## src/rtl/tdm_demux4.sv

```systemverilog
// Four-slot TDM demultiplexer: hunts for frame_start, then collects slots 0..3
// into shadow registers and publishes a complete frame on d0..d3.
module tdm_demux4 #(
  parameter int unsigned W = 1
) (
  input  logic         clk,
  input  logic         rst_n,
  input  logic [W-1:0] din,
  input  logic         din_valid,
  input  logic         frame_start,
  output logic [W-1:0] d0,
  output logic [W-1:0] d1,
  output logic [W-1:0] d2,
  output logic [W-1:0] d3,
  output logic [1:0]   slot,
  output logic         frame_valid,
  output logic         locked,
  output logic         sync_err,
  output logic [7:0]   err_cnt
);

  typedef enum logic {HUNT, LOCKED} state_e;

  state_e       state_q, state_d;
  logic [1:0]   slot_q, slot_d;
  logic [W-1:0] sh_q [3];
  logic [W-1:0] sh_d [3];
  logic [W-1:0] dout_q [4];
  logic [W-1:0] dout_d [4];
  logic         fv_q, fv_d;
  logic         se_q, se_d;
  logic [7:0]   cnt_q, cnt_d;

  always_ff @(posedge clk or negedge rst_n) begin
    if (!rst_n) begin
      state_q <= HUNT;
      slot_q  <= '0;
      sh_q    <= '{default: '0};
      dout_q  <= '{default: '0};
      fv_q    <= 1'b0;
      se_q    <= 1'b0;
      cnt_q   <= '0;
    end else begin
      state_q <= state_d;
      slot_q  <= slot_d;
      sh_q    <= sh_d;
      dout_q  <= dout_d;
      fv_q    <= fv_d;
      se_q    <= se_d;
      cnt_q   <= cnt_d;
    end
  end

  always_comb begin
    state_d = state_q;
    slot_d  = slot_q;
    sh_d    = sh_q;
    dout_d  = dout_q;
    fv_d    = 1'b0;
    se_d    = 1'b0;
    cnt_d   = cnt_q;
    if (din_valid) begin
      unique case (state_q)
        HUNT: begin
          if (frame_start) begin
            sh_d[0] = din;
            slot_d  = 2'd1;
            state_d = LOCKED;
          end
        end
        LOCKED: begin
          if (frame_start) begin
            // early sync restarts the frame with this sample as slot 0
            se_d    = (slot_q != 2'd0);
            sh_d[0] = din;
            slot_d  = 2'd1;
          end else if (slot_q == 2'd0) begin
            se_d    = 1'b1;
            state_d = HUNT;
          end else if (slot_q == 2'd3) begin
            dout_d = '{sh_q[0], sh_q[1], sh_q[2], din};
            fv_d   = 1'b1;
            slot_d = 2'd0;
          end else begin
            if (slot_q == 2'd1) sh_d[1] = din;
            else                sh_d[2] = din;
            slot_d = slot_q + 2'd1;
          end
        end
        default: state_d = HUNT;
      endcase
    end
    if (se_d && cnt_q != 8'hFF) cnt_d = cnt_q + 8'd1;
  end

  always_comb begin
    d0          = dout_q[0];
    d1          = dout_q[1];
    d2          = dout_q[2];
    d3          = dout_q[3];
    slot        = slot_q;
    frame_valid = fv_q;
    locked      = (state_q == LOCKED);
    sync_err    = se_q;
    err_cnt     = cnt_q;
  end

endmodule

```

## config.mk

```make
export PLATFORM = sky130hd
export DESIGN_NAME = tdm_demux4
export DESIGN_NICKNAME = d
export VERILOG_FILES = /design/src/rtl/tdm_demux4.sv
export SDC_FILE = /design/constraint.sdc
export NUM_CORES = 1
export LEC_CHECK = 0
export BUFFER_PORTS_ARGS = -buffer_cell sky130_fd_sc_hd__buf_2
export CAP_MARGIN = 20
export CORE_UTILIZATION = 55
export CTS_CLUSTER_DIAMETER = 150
export DETAILED_ROUTE_END_ITERATION = 6
export GPL_TIMING_DRIVEN = 0
export HOLD_SLACK_MARGIN = 0.06
export MAX_ROUTING_LAYER = met4
export PLACE_DENSITY = 0.78
export SYNTH_ARGS = -nofsm -noshare
export SYNTH_HDL_FRONTEND = slang
export SYNTH_SLANG_ARGS = --single-unit
```

## constraint.sdc

```tcl
create_clock -name clk -period 4.8 [get_ports clk]
set_clock_uncertainty 0.1 [all_clocks]
set_input_delay 1.2 -clock clk [delete_from_list [all_inputs] [get_ports clk]]
set_output_delay 1.2 -clock clk [all_outputs]
set_load 0.02 [all_outputs]
```

# [After elaboration in Yosys (flattened, before gate mapping)]
# Cells that the tools add are included.
# Widths: inputs -> output; s select.
[word_totals] reg_bits=20 input_bits=5 out_inout_bits=17 word_cells=51
[op_classes] add_sub_neg=2 eq_ne=5 muxes=19 bitwise=5 n_reduce_logical=8
[op_table] operator="$mux 1" count=13
[op_table] operator="$reduce_and 6->1" count=2
[op_table] operator="$add 8x1->8 const B" count=1
[op_table] operator="$mux 2" count=4
[op_table] operator="$ne 8x8->1 const B" count=1
[op_table] operator="$not 1->1" count=5
[op_table] operator="$reduce_and 5->1" count=1
[op_table] operator="$pmux 2 s2" count=1
[op_table] operator="$ne 3x3->1 const B" count=1
[op_table] operator="$reduce_and 3->1" count=1
[op_table] operator="$add 2x1->2 const B" count=1
[op_table] operator="$eq 2x1->1 const B" count=1
[op_table] operator="$eq 2x2->1 const B" count=1
[op_table] operator="$logic_not 2->1" count=1
[op_table] operator="$ne 2x2->1 const B" count=1
[op_table] operator="$pmux 1 s2" count=1
[op_table] operator="$reduce_and 2->1" count=1
[op_table] operator="$reduce_bool 2->1" count=1
[op_table] operator="$logic_and 1x1->1" count=1

# [Logic depth before layout (Yosys ltp)]
[logic_depth] word_depth=6 ltp_mapped=7 ltp_nobuf=7

# [Worst setup path after synthesis]
# OpenSTA, ideal clock, no wires.
[synth_path] path_kind="input -> register" start="input frame_start" end="register cnt_q[5] (netlist: err_cnt[5])" setup_time_ns=0.128 t_arrival_ns=2.251 required_time_ns=4.572 slack_ns=2.322 stages=5 n_path_buf=0 cell_sequence="inv_1 -> ha_1 -> nand3b_2 -> nor3_1 -> mux2_1"
[synth_between] elab_chain_cells=4
[synth_lines] item="start, declared" line="10" source="input logic frame_start,"
[synth_lines] item="$mux 1" line="72" source="if (frame_start) begin"
[synth_lines] item="$mux 1" line="63" source="unique case (state_q)"
[synth_lines] item="$mux 1" line="62" source="if (din_valid) begin"
[synth_lines] item="$logic_and 1x1->1" line="93" source="if (se_d && cnt_q != 8'hFF) cnt_d = cnt_q + 8'd1;"
[synth_lines] item="end signal, assigned" line="50" source="cnt_q <= cnt_d;"
[synth_lines] item="end, declared" line="32" source="logic [7:0] cnt_q, cnt_d;"
# Every way passes these cells.
# A chain may end at the register's enable or synchronous reset.

# [Worst setup path after layout]
[layout_path] start="input frame_start" end="register cnt_q[1] (netlist: err_cnt[1])"
[layout_between] elab_chain_cells=4
[layout_lines] item="$mux 1" line="72"
[layout_lines] item="$mux 1" line="63"
[layout_lines] item="$mux 1" line="62"
[layout_lines] item="named net se_d" line="31" source="logic se_q, se_d;"
[layout_lines] item="$logic_and 1x1->1" line="93"
# The timed path passes the listed nets, and every way through them passes these cells.

==> impl_metrics.yaml <==
sta:
  grt_setup_unrepaired: "no"
  final.setup.worst_slack_ns: 2.38
  hold_slack_ns: 0.391
  max-slew-margin-rel: 0.721
  min_period_over_period: 0.505
  setup_tns_ns: 0
  tightestPinTransition_ns: 0.419
  fmax_ghz: 0.413
  finalMaxSlewViolations: 0
  final-setup-viol-count: 0
  finalWorstPathRequiredPeriod_ns: 2.42
  timing_hold_violations_final: 0
global_routing:
  grt_max_degree: 21
  grt_antenna_before_repair: 0
  grt_pass1_vias: 636
  grt_overflow_total: 0
  groute.usage.overall: 0.211
  grt_pass1_wl_mm: 2.84
finish:
  final_area_mm2: 0.00117
  number_of_flip_flops_under_the_largest_register_name: 8
  multi_input_comb_area_um2: 468
  fill_cells: 142
  final_net_count: 121
  fin_cells: 133
  area.sequential_um2: 500
  n_antenna_cell: 0
  area_growth_pct: 16.7
  mostFrequentLayoutCells: "sky130_fd_sc_hd__dfrtp_1 (20), sky130_fd_sc_hd__buf_2 (20), sky130_fd_sc_hd__ha_1 (7)"
  layout_cell_share_with_drive_strength_beyond_1: 0.333
placed_design:
  finalWeightedCongestion: 0.771
  buffer_ports.inserted: 20
  dpl.cell_count: 129
  place_worst_setup_slack_ns: 2.03
  dpl.hpwl_mm: 1.30
  place_area_mm2: 0.00113
route:
  met2WireLength_um: 817
  highest-signal-layer: "met4"
  first_iter_violations: 6
  met3RoutedLength_um: 58
  vias: 723
  remaining_drcs: 0
  ant_nets: 0
  route.detailed.vias_per_inst: 5.44
  route.detailed.wl_per_inst_um: 12.8
  wl_mm: 1.71
  dr.pass1.iters: 4
  met1Wirelength_um: 777
synth:
  ys.warnings.count: 0
  synth_enable_flop_cells: 0
  yosys_register_bits: 20
  synth_largest_type_area_fraction: 0.499
  synth_async_sr_flop_share: 1.00
  netlist_area_mm2: 0.00100
  synth_cell_type_count: 30
  synth_ff_type: "sky130_fd_sc_hd__dfrtp_1"
  synth.yosys.seq_area_share: 0.499
  synthTopCellsByArea: "sky130_fd_sc_hd__dfrtp_1 (50%), sky130_fd_sc_hd__ha_1 (8.7%), sky130_fd_sc_hd__mux2_2 (6.7%), sky130_fd_sc_hd__mux2_1 (4.5%), sky130_fd_sc_hd__nor4b_2 (3.0%)"
  postSynthCellCount: 84
  synth_fp_nets: 96
  synth.largest_area_cell: "sky130_fd_sc_hd__dfrtp_1"
  avgSynthCellArea_um2: 11.9
floorplan:
  die_area_mm2: 0.00200
  pin_count: 22
  floorplan.rows: 15
  core_mm2: 0.00171
  floorplan.die.width_um: 44.7
  floorplan.initialDensity: 0.587
  die_height_um: 44.7
cts:
  path_clk_slew_ns: 0.11
  cts_root_buf: "sky130_fd_sc_hd__clkbuf_4"
  cts_htree_levels: 1
  clk_path_buf_depth: 2
  cts_buffer_count: 3
  clk-insertion-delay-late_ns: 0.31
  clock-sinks: 20
  post_cts.repair.setup_buffers: 0
  tritoncts_clock_tree: "yes"
  cts_repair_resize_count: 0
  hold_buffer_count_at_cts: 0
worst_setup_path:
  worst_setup_path_start_kind: "input port"
  reg2reg_depth: 7
  cp_top_family: "buffers and inverters"
  critical_path.max_stage_delay_ns: 0.31
  worst_path_max_delay_cell: "sky130_fd_sc_hd__mux2_1"
  setup.worst_path.end_class: "register"
  cp_data_arrival_time_ns: 2.52
  critical_path.max_fanout: 8
  critical_path_cell_count: 7
  timing.critical_path.buf_inv: 3
  timing.critical_path.cells: "buf_2 -> inv_1 -> ha_1 -> nand3b_2 -> inv_2 -> o21ai_2 -> mux2_1"
  timing.reg2reg.setup_slack_ns: 2.73
  crit_required_ns: 4.90
  timing_worst_setup_path_type: "input port to register"
status:
  outcome: "finished, final reports clean"
power:
  ir_worst_vdd_uv: 300
  cellLeakagePower_uw: 0.000580
  total_power_density_per_cell_area_mw_per_mm2: 595
min_path:
  path_class_of_the_lowest_slack_min_delay_path: "register to register"
  hold_path_depth: 1
run:
  maxCapViolations: 0
-- worst paths after layout --
kind	startpoint	to
worst max-delay path	frame_start	err_cnt[1]
worst min-delay path	sh_q[0]	sh_q[0]
worst max register to register	slot[0]	err_cnt[1]
worst min register to register	sh_q[0]	sh_q[0]
max in group asynchronous	rst_n	sh_q[2]
min in group asynchronous	rst_n	err_cnt[6]
-- kinds of logic after synthesis --
| kind of cell | after synthesis | share of synthesized area |
|---|---|---|
| XOR/XNOR | 3 | 0.0262 |
| AND/OR/NAND/NOR | 22 | 0.147 |
| buffers and inverters | 8 | 0.0337 |
| adder cells (fa/ha/maj) | 7 | 0.0874 |
| AO/OA/AOI/OAI | 13 | 0.0836 |
| flip-flops | 20 | 0.499 |
| multiplexers | 11 | 0.122 |
-- stage by stage --
step                total power [uW]  utilization
CTS                              702        0.685
global placement                 589        0.664
detailed placement               605        0.664
finish                           697        0.685
floorplan                        508            -
global route                     749        0.685
-- layer usage --
layer / track usage / up-vias
met1: 0.259 / 347
met3: 0.0245 / 5
met5: - / -
li1: - / 352
met2: 0.332 / 19
met4: 0.127 / 0
-- report_power, final --
group | leakage, uW | internal [uW] | switching, uW | total [uW]
Sequential | 0.000245 | 232 | 61.3 | 293
Combinational | 0.000314 | 130 | 175 | 306
Clock | 0.0000210 | 46.3 | 51.5 | 97.8
-- worst reg2reg max path, stage by stage, from the launching register on --
cell                       delay (ns)
sky130_fd_sc_hd__dfrtp_1         0.46
sky130_fd_sc_hd__inv_1           0.09
sky130_fd_sc_hd__ha_1            0.24
sky130_fd_sc_hd__ha_1            0.28
sky130_fd_sc_hd__nand3b_2        0.24
sky130_fd_sc_hd__inv_2           0.15
sky130_fd_sc_hd__o21ai_2         0.09
sky130_fd_sc_hd__mux2_1          0.31
-- synthesized netlist by cell type, drive strengths merged (2+ instances only) --
cell	n
mux2	10
o21ai	4
a31oi	2
nand2	4
inv	7
nor4b	3
dfrtp	20
nand4	4
and2	2
ha	7
xnor2	2
o21a	2
and3	2
a21oi	2
nor3	2
-- area by class of cell --
class                      count  share of cell area
buffer                         1             0.00642
clock buffer                   4              0.0310
inverter                       7              0.0225
multi-input combinational     56               0.400
sequential                    20               0.428
tap                           25              0.0267
timing repair buffer          20              0.0856
Note: power is estimated with default switching activity, not from simulation.
